**src/rtl/mouse_joy_emu.sv**
```systemverilog
// Mouse-to-analog-joystick emulator.
// PS/2 mouse deltas are scaled, clamped and accumulated into signed axis
// registers. These registers replace the analog joystick while the mouse is
// in use, and they hand control back to the joystick whenever the digital
// joystick moves or emulation is disabled. An optional slow decay pulls the
// axes back toward centre.
module mouse_joy_emu #(
  parameter int AXIS_W    = 8,
  parameter int DELTA_MAX = 10,
  parameter int SHIFT     = 1,
  parameter int DECAY_DIV = 4096
) (
  input  logic              clk_sys,
  input  logic              reset,
  input  logic [24:0]       ps2_mouse,
  input  logic [AXIS_W-1:0] joy_x,
  input  logic [AXIS_W-1:0] joy_y,
  input  logic              joy_fire,
  input  logic              joy_active,
  input  logic              enable,
  input  logic              mode,
  input  logic              invert_y,
  output logic [AXIS_W-1:0] out_x,
  output logic [AXIS_W-1:0] out_y,
  output logic [AXIS_W+3:0] adc_x,
  output logic [AXIS_W+3:0] adc_y,
  output logic              out_fire,
  output logic              emu_active
);

  // Working width: room for one clamped delta on top of a full-scale axis.
  localparam int SW = AXIS_W + 2;
  localparam int PW = (DECAY_DIV > 2) ? $clog2(DECAY_DIV) : 1;

  localparam logic signed [SW-1:0] D_MAX   = SW'(DELTA_MAX);
  localparam logic signed [SW-1:0] D_MIN   = -D_MAX;
  localparam logic signed [SW-1:0] SAT_MAX = SW'((2 ** (AXIS_W - 1)) - 1);
  localparam logic signed [SW-1:0] SAT_MIN = ~SAT_MAX;
  localparam logic [PW-1:0]        PS_LAST = PW'(DECAY_DIV - 1);

  logic                     old_stb;
  logic [PW-1:0]            prescaler;
  logic                     tick;
  logic                     mouse_evt;
  logic                     revert;
  logic signed [AXIS_W-1:0] acc_x;
  logic signed [AXIS_W-1:0] acc_y;
  logic signed [SW-1:0]     dx_c;
  logic signed [SW-1:0]     dy_c;
  logic signed [SW-1:0]     sum_x;
  logic signed [SW-1:0]     sum_y;
  logic signed [AXIS_W-1:0] nxt_x;
  logic signed [AXIS_W-1:0] nxt_y;

  // Packet bits that never influence the axes or fire.
  logic unused_bits;
  assign unused_bits = &{1'b0, ps2_mouse[7:6], ps2_mouse[3:2]};

  // The 9-bit two's-complement delta is widened, scaled down and then limited
  // so that a single fast swipe cannot slam the axis to full scale.
  function automatic logic signed [SW-1:0] scale_delta(input logic sgn,
                                                       input logic [7:0] mag);
    logic signed [8:0]    raw;
    logic signed [SW-1:0] shf;
    raw = {sgn, mag};
    shf = SW'(raw) >>> SHIFT;
    if (shf > D_MAX)      return D_MAX;
    else if (shf < D_MIN) return D_MIN;
    else                  return shf;
  endfunction

  function automatic logic signed [AXIS_W-1:0] saturate(input logic signed [SW-1:0] s);
    if (s > SAT_MAX)      return SAT_MAX[AXIS_W-1:0];
    else if (s < SAT_MIN) return SAT_MIN[AXIS_W-1:0];
    else                  return s[AXIS_W-1:0];
  endfunction

  function automatic logic signed [AXIS_W-1:0] toward_zero(input logic signed [AXIS_W-1:0] a);
    if (a > 0)      return a - AXIS_W'(1);
    else if (a < 0) return a + AXIS_W'(1);
    else            return a;
  endfunction

  assign mouse_evt = ps2_mouse[24] != old_stb;
  assign revert    = joy_active | ~enable;
  assign tick      = prescaler == PS_LAST;

  // Candidate accumulator values for a mouse event.
  always_comb begin
    dx_c  = scale_delta(ps2_mouse[4], ps2_mouse[15:8]);
    dy_c  = scale_delta(ps2_mouse[5], ps2_mouse[23:16]);
    sum_x = SW'(acc_x) + dx_c;
    sum_y = invert_y ? (SW'(acc_y) + dy_c) : (SW'(acc_y) - dy_c);
    nxt_x = saturate(sum_x);
    nxt_y = saturate(sum_y);
  end

  // The strobe tracker keeps following bit 24 through reset, so a toggle that
  // is already present when reset is released is not treated as new.
  always_ff @(posedge clk_sys) begin
    old_stb <= ps2_mouse[24];
  end

  // Free-running decay prescaler.
  always_ff @(posedge clk_sys) begin
    if (reset || tick) prescaler <= '0;
    else               prescaler <= prescaler + PW'(1);
  end

  // Accumulators. Revert beats an event, and an event beats the decay step.
  always_ff @(posedge clk_sys) begin
    if (reset || revert) begin
      acc_x      <= '0;
      acc_y      <= '0;
      emu_active <= 1'b0;
    end else if (mouse_evt) begin
      acc_x      <= nxt_x;
      acc_y      <= nxt_y;
      emu_active <= 1'b1;
    end else if (tick && mode) begin
      acc_x <= toward_zero(acc_x);
      acc_y <= toward_zero(acc_y);
    end
  end

  // Output source select and the offset-binary view for the ADC path.
  always_comb begin
    out_x    = emu_active ? acc_x : joy_x;
    out_y    = emu_active ? acc_y : joy_y;
    out_fire = emu_active ? (ps2_mouse[0] | ps2_mouse[1]) : joy_fire;
    adc_x    = {~out_x[AXIS_W-1], out_x[AXIS_W-2:0], 4'b0000};
    adc_y    = {~out_y[AXIS_W-1], out_y[AXIS_W-2:0], 4'b0000};
  end

endmodule

```
**config.mk**
```make
export PLATFORM = sky130hd
export DESIGN_NAME = mouse_joy_emu
export DESIGN_NICKNAME = d
export VERILOG_FILES = /design/src/rtl/mouse_joy_emu.sv
export SDC_FILE = /design/constraint.sdc
export NUM_CORES = 1
export LEC_CHECK = 0
export CORE_UTILIZATION = 30
export CTS_CLUSTER_SIZE = 12
export DETAILED_ROUTE_END_ITERATION = 10
export PLACE_DENSITY = 0.65
export SYNTH_ARGS = -nofsm -noshare
export SYNTH_HDL_FRONTEND = slang
export SYNTH_SLANG_ARGS = --single-unit
```
**constraint.sdc**
```tcl
create_clock -name clk_sys -period 7.2 [get_ports clk_sys]
set_clock_uncertainty 0.2 [all_clocks]
set_input_delay 1.44 -clock clk_sys [delete_from_list [all_inputs] [get_ports clk_sys]]
set_output_delay 1.44 -clock clk_sys [all_outputs]
set_load 0.05 [all_outputs]
```
==> results.cfg <==
[setup_path]
regToRegStartpoint = acc_y[0]
slowest_delay_ns = 0.57
r2r_slack_ns = 4.10
r2r_end = acc_y[3]
startpoint_type = input port
critPathArrivalTime_ns = 6.20
crit_slowest_cell = clkdlybuf4s50_1
crit_type = input port to flop
critPathCapture = acc_y[3]
crit_required_ns = 7.14
crit_path_cell_trace = clkdlybuf4s50_1, nand4_1, or2_2, ha_1, nor2_1, and2_1, inv_1, ha_1, nand2_1, or4_1, or3_1, a21oi_1, o22ai_1, ha_1, or2_2, a2111oi_0, a31oi_1, a31oi_4, a211oi_1
cp-startpoint = ps2_mouse[21]
ff2ff_path_depth = 10
path_common_cell = ha_1
crit_path_max_fanout = 12
endpoint_kind = flop

[cells_and_area]
nFillCells = 1180
nNetsFinal = 599
layout-drive-gt1-share_pct = 8.33
multi_input_area_um2 = 2650
area_growth_syn_to_layout_pct = 26.0
regArea_um2 = 601
antenna_cells = 0

[power]
p_comb_share_pct = 42.0
p_total_mw = 0.677
internal-power_mw = 0.425
p_leak_nw = 1.80
vdd_drop_max_uv = 73.5
power_frac_clock_pct = 31.3
power_density_nw_per_um2 = 153
p_sw_mw = 0.252
p_sw_share_pct = 37.2
seqPwrFrac_pct = 26.7

[detailed_routing]
wl_per_cell_um = 12.9
drtAntennaViolNets = 0
drc = 0
vias_per_cell = 5.21
vias = 3435
first_pass_iters = 4
wirelength_mm = 8.50
drtIter0Drc = 152

[global_route]
grt_pass1_vias = 3279
grt-ovfl-total = 0
grt_start_max_net_pins = 21
grt_pass1_wl_mm = 14.3
track_usage_pct = 14.6
antenna_found_initial = 0

[logic_synthesis]
async_reset_ff_share_pct = 0
synth_most_common_cell = nor2_1
synth_top_cell_area_share_pct = 17.1
synth.area.mux_share_pct = 5.34
synthXorXnorAreaFrac_pct = 7.65
synthSimpleGateAreaFrac_pct = 21.8
ys_seq_elements = 30
yosys-top-cells-area = dfxtp_1, ha_1, nor2_1, a21oi_1, buf_4
netlist_area_um2 = 3510
yosysSeqAreaShare_pct = 17.1
synth_compound_area_share_pct = 26.0
ys.warnings.count = 0
synth_edf_count = 0
synth_fa_ha_area_share_pct = 13.7
ys_types = 60
synth_largest_area_cell = dfxtp_1
synth_cells = 457
synth_top_family_by_area = compound AO/OA/AOI/OAI gates
synth_ff_type = dfxtp_1
ys_top_cells_by_count = nor2_1, a21oi_1, ha_1
syn_area_per_cell_um2 = 7.69

[floorplan]
floorplan.initialDensity_pct = 30.8
core_area_um2 = 11400
rows = 39
dieWidth_um = 110
die_y_um = 110
dieArea_um2 = 12200
ios = 90

[run_status]
status = completed

[placed_design]
gp_congestion = 0.824
numPortBuffers = 75
dp_hpwl_mm = 6.90

[sta]
period_minus_slack_ns = 6.26
final.setup.tns_ns = 0
maxSlewViolCount = 0
setup_viol = 0
worstMarginPinSlew_ns = 0.971
grt_setup_unrepaired = false
relSlewSlack_pct = 35.2
hold_violations = 0
fmax_mhz = 160
finalCritPeriodShare_pct = 87.0

[clocking]
cts_tree = built
cts_root_buf = clkbuf_16
cts_max_path_buffers = 2
post_cts_resized = 0
cts_setup_buffers = 0
htree_levels = 2
numCtsBuffers = 5
clk_pin_slew_worst_paths_ns = 0.05
cts_hold_buf = 0
cts.sinks = 30
clkLatencyLatePin_ns = 0.28

[min_path]
hold_path_class = flop to flop

[flow_run]
cap_violations = 0
-- power by group through the flow --
stage / registers (mW) / logic (mW) / clock network, mW
3_5_place_dp: 0.184 / 0.283 / 0
5_1_grt: 0.182 / 0.314 / 0.223
2_1_floorplan: 0.180 / 0.215 / 0
3_3_place_gp: 0.184 / 0.277 / 0
6_report: 0.181 / 0.284 / 0.212
4_1_cts: 0.181 / 0.285 / 0.215
-- worst max-delay path: cells and delay by family --
family | cells | cell delay, ns
AND/OR/NAND/NOR | 8 | 1.89
adder cells (fa/ha/maj) | 3 | 1.04
buffers and inverters | 2 | 0.63
AO/OA/AOI/OAI | 6 | 1.21
-- logic make-up after synthesis --
logic type | after synthesis
AND/OR/NAND/NOR | 156
flip-flops | 30
XOR/XNOR | 29
buffers and inverters | 56
multiplexers | 17
other | 1
AO/OA/AOI/OAI | 132
adder cells (fa/ha/maj) | 36
-- stage by stage --
stage | cell area (µm²) | worst slack (ns) | util, % | hold slack [ns] | std cells
CTS | 4430 | 0.945 | 38.8 | 0.257 | 659
floorplan | 3540 | 1.60 | - | 0.218 | 464
detailed placement | 4280 | 0.673 | 37.4 | 0.246 | 651
global route | 4430 | 0.484 | 38.8 | 0.287 | 659
finish | 4430 | 0.939 | 38.8 | 0.249 | 659
global placement | 4280 | 0.770 | 37.4 | 0.232 | 651
-- registers in the layout, summed over array words and instances, names as in the netlist --
| signal | flops |
|---|---|
| emu_active | 1 |
| acc_x | 8 |
| acc_y | 8 |
| prescaler | 12 |
| old_stb | 1 |
-- layout make-up --
class,instances,area share (%)
inverters,24,2.04
clock inverters,2,0.283
well taps,143,4.04
clock buffers,6,3.14
repair buffers,76,17.1
flip-flops and latches,30,13.6
multi-input cells,378,59.8
-- cells in the final DEF (no fill, tap or decap), types with 4 or more instances in the layout --
master           netlist  layout
a21o_1                12      12
mux2_2                14      14
o22ai_1                7       7
ha_1                  32      32
a211oi_1               7       7
clkdlybuf4s50_1        0      75
clkbuf_16              0       5
nand2b_1               5       5
xnor2_1               16      16
or2_2                  6       6
nor2_1                60      60
nand2_1               22      22
o21a_1                 8       8
a221oi_1              14      14
or3_1                  6       6
o21ai_0               21      21
conb_1                 1       8
xor2_1                12      12
nand3_1               15      15
nor3_1                15      15
fa_1                   4       4
inv_1                 24      24
dfxtp_1               30      30
nand4_1                4       4
a21oi_1               33      33
nor2b_1                8       8
-- worst min-delay path by stage --
stage / start / to / slack [ns] / cells past startpoint
after floorplan: prescaler[0] / prescaler[0] / 0.22 / 1
after global placement: prescaler[0] / prescaler[0] / 0.23 / 1
after detailed placement: prescaler[0] / prescaler[0] / 0.25 / 1
after CTS: prescaler[0] / prescaler[0] / 0.26 / 1
after global routing: prescaler[0] / prescaler[0] / 0.29 / 1
final: prescaler[0] / prescaler[0] / 0.25 / 1
-- metal layers --
metal | GRT usage [%] | up-vias | share of wire (%)
met5 | 0 | - | 0
met4 | 5.73 | 0 | 2.2
met3 | 1.70 | 14 | 4.7
met2 | 27.1 | 99 | 50
met1 | 16.9 | 1561 | 43
li1 | - | 1761 | -
No activity file was read; power rests on OpenSTA's default activity.
